**config.mk**
```make
export PLATFORM = sky130hd
export DESIGN_NAME = issue_unit
export DESIGN_NICKNAME = d
export VERILOG_FILES = /design/src/rtl/issue_pkg.sv /design/src/rtl/rs_tag_allocator.sv /design/src/rtl/issue_unit.sv
export SDC_FILE = /design/constraint.sdc
export NUM_CORES = 1
export LEC_CHECK = 0
export BUFFER_PORTS_ARGS = -buffer_cell sky130_fd_sc_hd__buf_2
export CAP_MARGIN = 20
export CORE_ASPECT_RATIO = 0.5
export CORE_UTILIZATION = 40
export CTS_CLUSTER_SIZE = 20
export DETAILED_ROUTE_END_ITERATION = 8
export PLACE_DENSITY = 0.7
export SLEW_MARGIN = 0
export SYNTH_ARGS = -nofsm -noshare
export SYNTH_HDL_FRONTEND = slang
export SYNTH_SLANG_ARGS = --single-unit
```
**constraint.sdc**
```tcl
create_clock -name clock -period 2.6 [get_ports clock]
set_clock_uncertainty 0.1 [all_clocks]
set_input_delay 0.13 -clock clock [delete_from_list [all_inputs] [get_ports clock]]
set_output_delay 0.13 -clock clock [all_outputs]
set_load 0.02 [all_outputs]
```
**src/rtl/issue_pkg.sv**
```systemverilog
// rtl/issue_pkg.sv - shared opcode, tag constants and class helpers for the issue stage
package issue_pkg;

  localparam int TAG_W = 3;
  localparam int REG_W = 3;

  localparam logic [TAG_W-1:0] TAG_NONE = '0;

  localparam logic [2:0] OP_ADD = 3'b000;
  localparam logic [2:0] OP_SUB = 3'b001;
  localparam logic [2:0] OP_LD  = 3'b010;
  localparam logic [2:0] OP_SD  = 3'b011;

  function automatic logic is_alu(input logic [2:0] op);
    return (op == OP_ADD) || (op == OP_SUB);
  endfunction

  function automatic logic is_mem(input logic [2:0] op);
    return (op == OP_LD) || (op == OP_SD);
  endfunction

endpackage

```
**src/rtl/rs_tag_allocator.sv**
```systemverilog
// rtl/rs_tag_allocator.sv - busy bits and lowest-free tag encoder for one station class
module rs_tag_allocator
  import issue_pkg::*;
#(
  parameter int N    = 3,
  parameter int BASE = 1
) (
  input  logic             clock,
  input  logic             reset,
  input  logic             alloc_i,
  input  logic             free_a_valid_i,
  input  logic [TAG_W-1:0] free_a_tag_i,
  input  logic             free_b_valid_i,
  input  logic [TAG_W-1:0] free_b_tag_i,
  output logic             any_free_o,
  output logic [TAG_W-1:0] free_tag_o
);

  logic [N-1:0] busy_q;
  logic [N-1:0] busy_d;
  logic [N-1:0] free_onehot;

  assign any_free_o = ~&busy_q;

  // Pick the lowest-numbered idle station; scanning downward lets the lowest index win.
  always_comb begin
    free_tag_o  = TAG_NONE;
    free_onehot = '0;
    for (int i = N - 1; i >= 0; i--) begin
      if (!busy_q[i]) begin
        free_tag_o  = TAG_W'(BASE + i);
        free_onehot = '0;
        free_onehot[i] = 1'b1;
      end
    end
  end

  // Releases come from broadcasts outside this class's range too; those simply match nothing.
  always_comb begin
    busy_d = busy_q;
    for (int i = 0; i < N; i++) begin
      if (free_a_valid_i && (free_a_tag_i == TAG_W'(BASE + i))) busy_d[i] = 1'b0;
      if (free_b_valid_i && (free_b_tag_i == TAG_W'(BASE + i))) busy_d[i] = 1'b0;
    end
    if (alloc_i) busy_d = busy_d | free_onehot;
  end

  // Busy bit register.
  always_ff @(posedge clock) begin
    if (reset) busy_q <= '0;
    else       busy_q <= busy_d;
  end

endmodule

```
**src/rtl/issue_unit.sv**
```systemverilog
// rtl/issue_unit.sv - Tomasulo issue stage with rename table; ISSUE_STATS_EN adds issue/stall counters
module issue_unit
  import issue_pkg::*;
#(
  parameter int DATA_W   = 16,
  parameter int N_ALU_RS = 3,
  parameter int N_MEM_RS = 2,
  parameter int NUM_REGS = 8
) (
  input  logic              clock,
  input  logic              reset,
  input  logic              instr_valid,
  input  logic [2:0]        opcode,
  input  logic [2:0]        RX,
  input  logic [2:0]        RY,
  input  logic [2:0]        RZ,
  input  logic [3:0]        immediate,
  output logic              stall,
  output logic [2:0]        rf_addr_a,
  output logic [2:0]        rf_addr_b,
  input  logic [DATA_W-1:0] rf_data_a,
  input  logic [DATA_W-1:0] rf_data_b,
  input  logic              cdb_valid,
  input  logic [2:0]        cdb_tag,
  input  logic [DATA_W-1:0] cdb_data,
  input  logic              mem_done_valid,
  input  logic [2:0]        mem_done_tag,
  output logic              iss_valid,
  output logic [2:0]        iss_op,
  output logic [2:0]        iss_tag,
  output logic [DATA_W-1:0] iss_vj,
  output logic [DATA_W-1:0] iss_vk,
  output logic [2:0]        iss_qj,
  output logic [2:0]        iss_qk,
  output logic [3:0]        iss_imm
`ifdef ISSUE_STATS_EN
  ,
  output logic [15:0]       issued_cnt,
  output logic [15:0]       stall_cnt
`endif
);

  logic             op_alu, op_mem, op_legal;
  logic             alu_free, mem_free;
  logic [TAG_W-1:0] alu_tag, mem_tag, new_tag;
  logic             accept, writes_dest;
  logic [TAG_W-1:0] stat_j, stat_k;
  logic [DATA_W-1:0] vj, vk;
  logic [TAG_W-1:0] qj, qk;

  logic [TAG_W-1:0] status_q [NUM_REGS];
  logic [TAG_W-1:0] status_d [NUM_REGS];

  logic              iss_valid_q;
  logic [2:0]        iss_op_q;
  logic [TAG_W-1:0]  iss_tag_q;
  logic [DATA_W-1:0] iss_vj_q, iss_vk_q;
  logic [TAG_W-1:0]  iss_qj_q, iss_qk_q;
  logic [3:0]        iss_imm_q;

  assign op_alu   = is_alu(opcode);
  assign op_mem   = is_mem(opcode);
  assign op_legal = op_alu | op_mem;

  assign stall  = instr_valid & ~reset & ((op_alu & ~alu_free) | (op_mem & ~mem_free));
  assign accept = instr_valid & ~stall & ~reset & op_legal;
  assign writes_dest = accept & (op_alu | (opcode == OP_LD));
  assign new_tag = op_alu ? alu_tag : mem_tag;

  // Stores read their data register through the k port; everything else reads RZ there.
  assign rf_addr_a = RY;
  assign rf_addr_b = (opcode == OP_SD) ? RX : RZ;

  rs_tag_allocator #(.N(N_ALU_RS), .BASE(1)) u_alu_alloc (
    .clock          (clock),
    .reset          (reset),
    .alloc_i        (accept & op_alu),
    .free_a_valid_i (cdb_valid),
    .free_a_tag_i   (cdb_tag),
    .free_b_valid_i (1'b0),
    .free_b_tag_i   (TAG_NONE),
    .any_free_o     (alu_free),
    .free_tag_o     (alu_tag)
  );

  rs_tag_allocator #(.N(N_MEM_RS), .BASE(N_ALU_RS + 1)) u_mem_alloc (
    .clock          (clock),
    .reset          (reset),
    .alloc_i        (accept & op_mem),
    .free_a_valid_i (cdb_valid),
    .free_a_tag_i   (cdb_tag),
    .free_b_valid_i (mem_done_valid),
    .free_b_tag_i   (mem_done_tag),
    .any_free_o     (mem_free),
    .free_tag_o     (mem_tag)
  );

  // Resolve each source: ready in the file, caught from this cycle's broadcast, or renamed.
  always_comb begin
    stat_j = status_q[rf_addr_a];
    stat_k = status_q[rf_addr_b];
    vj = '0;
    qj = stat_j;
    if (stat_j == TAG_NONE) begin
      vj = rf_data_a;
    end else if (cdb_valid && (cdb_tag == stat_j)) begin
      vj = cdb_data;
      qj = TAG_NONE;
    end
    vk = '0;
    qk = stat_k;
    if (stat_k == TAG_NONE) begin
      vk = rf_data_b;
    end else if (cdb_valid && (cdb_tag == stat_k)) begin
      vk = cdb_data;
      qk = TAG_NONE;
    end
    if (opcode == OP_LD) begin
      vk = '0;
      qk = TAG_NONE;
    end
  end

  // Broadcast clears matching producers first so a same-edge rename of that register wins.
  always_comb begin
    for (int r = 0; r < NUM_REGS; r++) begin
      status_d[r] = status_q[r];
      if (cdb_valid && (cdb_tag != TAG_NONE) && (status_q[r] == cdb_tag)) status_d[r] = TAG_NONE;
      if (writes_dest && (RX == REG_W'(r))) status_d[r] = new_tag;
    end
  end

  // Register status table.
  always_ff @(posedge clock) begin
    for (int r = 0; r < NUM_REGS; r++) begin
      if (reset) status_q[r] <= TAG_NONE;
      else       status_q[r] <= status_d[r];
    end
  end

  // Issue packet register; valid is a single-cycle pulse, fields hold between issues.
  always_ff @(posedge clock) begin
    if (reset) begin
      iss_valid_q <= 1'b0;
      iss_op_q    <= '0;
      iss_tag_q   <= '0;
      iss_vj_q    <= '0;
      iss_vk_q    <= '0;
      iss_qj_q    <= '0;
      iss_qk_q    <= '0;
      iss_imm_q   <= '0;
    end else begin
      iss_valid_q <= accept;
      if (accept) begin
        iss_op_q  <= opcode;
        iss_tag_q <= new_tag;
        iss_vj_q  <= vj;
        iss_vk_q  <= vk;
        iss_qj_q  <= qj;
        iss_qk_q  <= qk;
        iss_imm_q <= immediate;
      end
    end
  end

  assign iss_valid = iss_valid_q;
  assign iss_op    = iss_op_q;
  assign iss_tag   = iss_tag_q;
  assign iss_vj    = iss_vj_q;
  assign iss_vk    = iss_vk_q;
  assign iss_qj    = iss_qj_q;
  assign iss_qk    = iss_qk_q;
  assign iss_imm   = iss_imm_q;

`ifdef ISSUE_STATS_EN
  logic [15:0] issued_cnt_q;
  logic [15:0] stall_cnt_q;

  // Saturating issue and stall-cycle counters.
  always_ff @(posedge clock) begin
    if (reset) begin
      issued_cnt_q <= '0;
      stall_cnt_q  <= '0;
    end else begin
      if (iss_valid_q && (issued_cnt_q != 16'hFFFF)) issued_cnt_q <= issued_cnt_q + 16'd1;
      if (stall && (stall_cnt_q != 16'hFFFF))        stall_cnt_q  <= stall_cnt_q + 16'd1;
    end
  end

  assign issued_cnt = issued_cnt_q;
  assign stall_cnt  = stall_cnt_q;
`endif

endmodule

```
======== Yosys cells after proc, flatten, opt, wreduce, memory -nomap -nowiden ========
Memory sizes are Yosys's and may differ from the RTL's.
Index checks and enable logic that the tools add are counted.
operators by class
  eq/ne operators ......................... 27
  mux-type cells .......................... 58
  bitwise gates (word level) .............. 25
  reduce and logical (&&, ||, !) cells .... 35
operators by type and width
  cell                                                  number
  two-way mux 3 bit                                     37
  two-way mux 16 bit                                    5
  equality test 3 bit                                   10
  logical AND 1 bit                                     26
  equality test 3 bit (second input constant)           8
  equality test 3 x 2 -> 1 bit (second input constant)  6
  logical NOT 3 bit                                     4
  two-way mux 2 bit                                     6
  bitwise OR 1 bit                                      11
  AND 1 bit                                             10
  two-way mux 1 bit                                     10
  equality test 3 x 1 -> 1 bit (second input constant)  3
  bitwise OR 3 bit                                      1
  AND reduction 3 bit                                   1
  nonzero test 3 bit                                    1
  logical OR 1 bit                                      2
  NOT 1 bit                                             2
  bitwise OR 2 bit                                      1
  AND reduction 2 bit                                   1
word-level totals
  flip-flop bits (word level) ............. 54
  bits in writable memories ............... 24
  bits of input ports ..................... 75
  output and inout bits ................... 56
  word-level logic and storage cells ...... 156
  memories kept ........................... 1
memories
  memory    words  width  read ports  clocked after Yosys merged registers in  wr ports  RTL line          source
  status_q  8      3      10          0                                        8         issue_unit.sv:51  logic [TAG_W-1:0] status_q [NUM_REGS];

======== Longest topological paths before layout ========
  depth in word-level cells ............... 13
  depth in mapped cells ................... 12

======== Modules after synthesis ========
Synthesis repeated with hierarchy kept, for this count alone.
second synthesis, totals
  cell total of the unflattened synthesis .. 440
  area total of the unflattened synthesis .. 4125.2 sq um
modules (own cells, without submodules)
  module                          times used  cells each  area an instance (sq um)  seq. area each (sq um)
  issue_unit                      1           398         3741.1                    1461.4
  rs_tag_allocator (u_alu_alloc)  1           25          222.7                     60.1
  rs_tag_allocator (u_mem_alloc)  1           17          161.4                     40.0

======== Worst setup path after synthesis ========
No wires, ideal clock.
  path type ............................... in2reg
  start ................................... in opcode[1]
  end ..................................... reg iss_vk_q[10] (netlist: iss_vk[10])
  arrival time ............................ 2.290 ns
  slack ................................... 0.126 ns
  cell stages on the path ................. 12
  buffers on the path ..................... 4
  cell sequence ........................... clkbuf_8 > nand3b_4 > mux2i_2 > inv_1 > a2111oi_1 > or4_4 > and3_1 > buf_6 > nor2b_4 > buf_6 > buf_12 > o31ai_2
between the ends
  elaborated cells on any way between the ends .. 23
  classes of those cells .................. eq/ne: 4; mux: 4; bitwise: 9; reduce/logical: 5; memory: 1
RTL lines
  what                              RTL line           source
  start: declaration                issue_unit.sv:13   input logic [2:0] opcode,
  equality test 3 x 2 -> 1 bit (*)  issue_unit.sv:72   assign rf_addr_b = (opcode == OP_SD) ? RX : RZ;
  two-way mux 3 bit (*)             issue_unit.sv:72
  net rf_addr_b[2]                  issue_unit.sv:20   output logic [2:0] rf_addr_b,
  memory read (8 x 3 bit) (*)       -
  equality test 3 bit               issue_unit.sv:114  end else if (cdb_valid && (cdb_tag == stat_k)) begin
  logical AND 1 bit                 issue_unit.sv:114
  two-way mux 16 bit                issue_unit.sv:114
  two-way mux 16 bit (*)            issue_unit.sv:112  if (stat_k == TAG_NONE) begin
  two-way mux 16 bit (*)            issue_unit.sv:118  if (opcode == OP_LD) begin
  end signal: assignment            issue_unit.sv:158  iss_vk_q <= vk;
  end: declaration                  issue_unit.sv:57   logic [DATA_W-1:0] iss_vj_q, iss_vk_q;
The timed path passes the listed nets; every way through them passes the cells marked *.
A chain may end at the register's enable or synchronous reset.

==> results.sh <==
export IMPL_synth_compound_area_share_pct=24.3
export IMPL_portBuffers=130
export IMPL_slew_headroom_pct=31.4
export IMPL_finalCritPeriodShare_pct=97.3
export IMPL_synth_seq_cells=78
export IMPL_rows=26
export IMPL_setup_slack_ns=0.0701
export IMPL_cp_max_fo=16
export IMPL_synth_fa_ha_area_share_pct=0
export IMPL_fin_setup_tns_ns=0
export IMPL_synth_seq_area_share_pct=37.1
export IMPL_synth_distinct_cells=55
export IMPL_gp_congestion=0.896
export IMPL_clock_sinks=78
export IMPL_regToRegStartpoint="status_q[4][2]$_SDFFE_PP0P_"
export IMPL_cts_tree="yes"
export IMPL_start_util_pct=41.2
export IMPL_synthMuxAreaShare_pct=7.67
export IMPL_outcome="complete, no violations"
export IMPL_startpoint_type="flip-flop"
export IMPL_top_layer="met4"
export IMPL_drive_gt1_share_pct=32.2
export IMPL_core_area_sq_um=10200
export IMPL_die_h_um=74.5
export IMPL_path_cells="inv_1 -> a211oi_1 -> a2111oi_1 -> or4_4 -> and3_1 -> buf_4 -> a32oi_1 -> o31ai_2"
export IMPL_drtPass1Iterations=5
export IMPL_die_w_um=147
export IMPL_synth_edf_count=0
export IMPL_yosysTopAreaCellShare_pct=37.1
export IMPL_cap_violations=0
export IMPL_fmax_mhz=395
export IMPL_peakVddDrop_mv=0.286
export IMPL_diodes=0
export IMPL_hp_start="cdb_data[5]"
export IMPL_slowest_stage="or4_4"
export IMPL_crit_type="flip-flop to flip-flop"
export IMPL_finalPower_mw=2.94
export IMPL_synthTopCellsByCount="dfxtp_1, nor2_1, nand2_1"
export IMPL_slew_violations=0
export IMPL_critPathMaxStageDelay_ns=0.58
export IMPL_fin_util_pct=55.1
export IMPL_power_density_nw_per_um2=523
export IMPL_ys_flop_type="dfxtp_1"
export IMPL_areaGrowthSynthToFinish_pct=33.7
export IMPL_arrival_ns=2.63
export IMPL_drt_met1_wl_mm=5.48
export IMPL_ant_nets=0
export IMPL_post_synth_inst_count=463
export IMPL_nFillCells=921
export IMPL_synth_area_leaders="dfxtp_1, nor2_1, xnor2_1"
export IMPL_synth_xor_area_share_pct=6.04
export IMPL_p_leak_nw=2.25
export IMPL_synth_simple_gate_area_share_pct=17.5
export IMPL_tritoncts_num_buffers=9
export IMPL_tightest_slew_ns=1.02
export IMPL_wl_mm=13.0
export IMPL_grt_pass1_vias=3914
export IMPL_via_count=4334
export IMPL_post_place_ws_ns=0.00712
export IMPL_setup_viol=0
export IMPL_cts_htree_levels=3
export IMPL_num_nets_final=700
export IMPL_clk_latency_ns=0.33
export IMPL_synth_top_family_by_area="compound AO/OA/AOI/OAI gates"
export IMPL_drtIter0Drc=351
export IMPL_synth_most_common_cell="dfxtp_1"
export IMPL_root_buffer="clkbuf_16"
export IMPL_drc_errors=0
export IMPL_synth_nets=538
export IMPL_yosysWarningCount=0
export IMPL_overflow=0
export IMPL_grt_util_all_layers_pct=23.8
export IMPL_dr_wl_met3_um=893
export IMPL_rsz0062_at_grt="no"
export IMPL_wl_per_cell_um=16.9
export IMPL_hpwl_mm=9.10
export IMPL_grt_start_max_net_pins=59
export IMPL_io_pins=131
export IMPL_fp_dieArea_sq_um=11000
export IMPL_cts_buffer_depth=2
export IMPL_required_ns=2.70
export IMPL_route_met2_wl_mm=6.28
export IMPL_antenna_found_initial=0
export IMPL_finalHoldViolCount=0
export IMPL_critPathLaunch="status_q[4][2]$_SDFFE_PP0P_"
export IMPL_async_flop_share_pct=0
export IMPL_via_per_inst=5.64
export IMPL_synth_top_area_cell="dfxtp_1"
export IMPL_min_period_ns=2.53
export IMPL_grt_pass1_wl_mm=20.1
export IMPL_clk_pin_slew_worst_paths_ns=0.06
export IMPL_netlist_area_sq_um=4210
export IMPL_cp_end_kind="flip-flop"
export IMPL_syn_area_per_cell_sq_um=9.09
export IMPL_post_cts_repair_setup_buffers=0
export IMPL_hold_class="input pin to flip-flop"
==> area by class of cell <==
class / count / area, sq um / area share, %
sequential: 78 / 1560 / 27.8
multi-input combinational: 334 / 2350 / 41.8
timing repair buffer: 189 / 1200 / 21.3
clock inverter: 3 / 46.3 / 0.823
tap: 140 / 175 / 3.11
clock buffer: 11 / 243 / 4.31
inverter: 13 / 51.3 / 0.912
==> report_power, final <==
group	leakage, nW	total (mW)	internal, mW	switching, mW
Clock	0.138	1.24	0.761	0.479
Combinational	1.48	0.465	0.194	0.272
Sequential	0.632	1.24	1.22	0.0154
==> kinds of logic after synthesis <==
| group | count (synthesis) |
|---|---|
| xor+xnor | 29 |
| mux | 19 |
| compound gates | 127 |
| simple gates | 159 |
| flops | 78 |
| buf+inv | 51 |
==> path summary, 6_finish.rpt <==
| path | depth (start not counted) | end | slack, ns |
|---|---|---|---|
| setup / recovery | 8 | iss_vk[6]$_SDFFE_PP0N_ | 0.07 |
| hold / removal | 3 | iss_vk[5]$_SDFFE_PP0N_ | 0.008 |
| setup reg to reg | 8 | iss_vk[6]$_SDFFE_PP0N_ | 0.07 |
| hold reg to reg | 2 | iss_tag[1]$_SDFFE_PP0N_ | 0.35 |
==> repair_timing <==
item / CTS / global route
resized for setup: 0 / 3
hold endpoints to repair: 24 / 0
hold buffers: 37 / 0
setup endpoints to repair: 0 / 17
==> critical path, delay by kind of cell, from the launching register on <==
family          cells  cell delay (ns)
flops               1             0.44
simple gates        2             0.77
compound gates      4             0.78
buf+inv             2             0.29
==> state kept, by name, summed over array words and instances (netlist names) <==
| register | flops |
|---|---|
| u_mem_alloc.busy_q | 2 |
| status_q | 24 |
| u_alu_alloc.busy_q | 3 |
| iss_tag | 3 |
| iss_imm | 4 |
| iss_op | 3 |
| iss_valid | 1 |
| iss_qj | 3 |
| iss_vj | 16 |
| iss_qk | 3 |
| iss_vk | 16 |
==> layout by cell type, fill, tap and decap left out, types with 2 or more instances in the layout <==
| master | instances |
|---|---|
| a2111oi_0 | 2 |
| a2111oi_1 | 2 |
| a211oi_1 | 3 |
| a21oi_1 | 19 |
| a221o_2 | 2 |
| a221oi_1 | 16 |
| a22o_1 | 2 |
| a22oi_1 | 27 |
| a31oi_1 | 6 |
| a32oi_1 | 12 |
| a41oi_1 | 8 |
| and2_1 | 7 |
| and3_1 | 3 |
| buf_2 | 130 |
| buf_4 | 21 |
| clkbuf_16 | 9 |
| dfxtp_1 | 78 |
| dlygate4sd3_1 | 37 |
| inv_1 | 11 |
| mux2i_1 | 6 |
| mux2i_2 | 3 |
| mux4_2 | 10 |
| nand2_1 | 43 |
| nand2b_1 | 3 |
| nand3_1 | 3 |
| nand4b_1 | 3 |
| nor2_1 | 67 |
| nor2b_1 | 3 |
| nor3_1 | 20 |
| o21ai_0 | 2 |
| o31ai_1 | 6 |
| o31ai_2 | 10 |
| xnor2_1 | 27 |
==> metal layers <==
layer,track usage (%),vias to the layer above
met4,9.62,0
met1,28.9,2070
li1,-,2040
met5,0,-
met2,41.8,196
met3,5.40,28
==> per-stage QoR <==
stage,instances,area [sq um],hold WS (ns)
after floorplan,463,4210,0.159
after global placement,717,4950,0.250
after detailed placement,717,4950,0.257
after CTS,768,5610,0.00102
after global routing,768,5630,0.00257
final,768,5630,0.00777
Power figures use the tool's default switching activity.
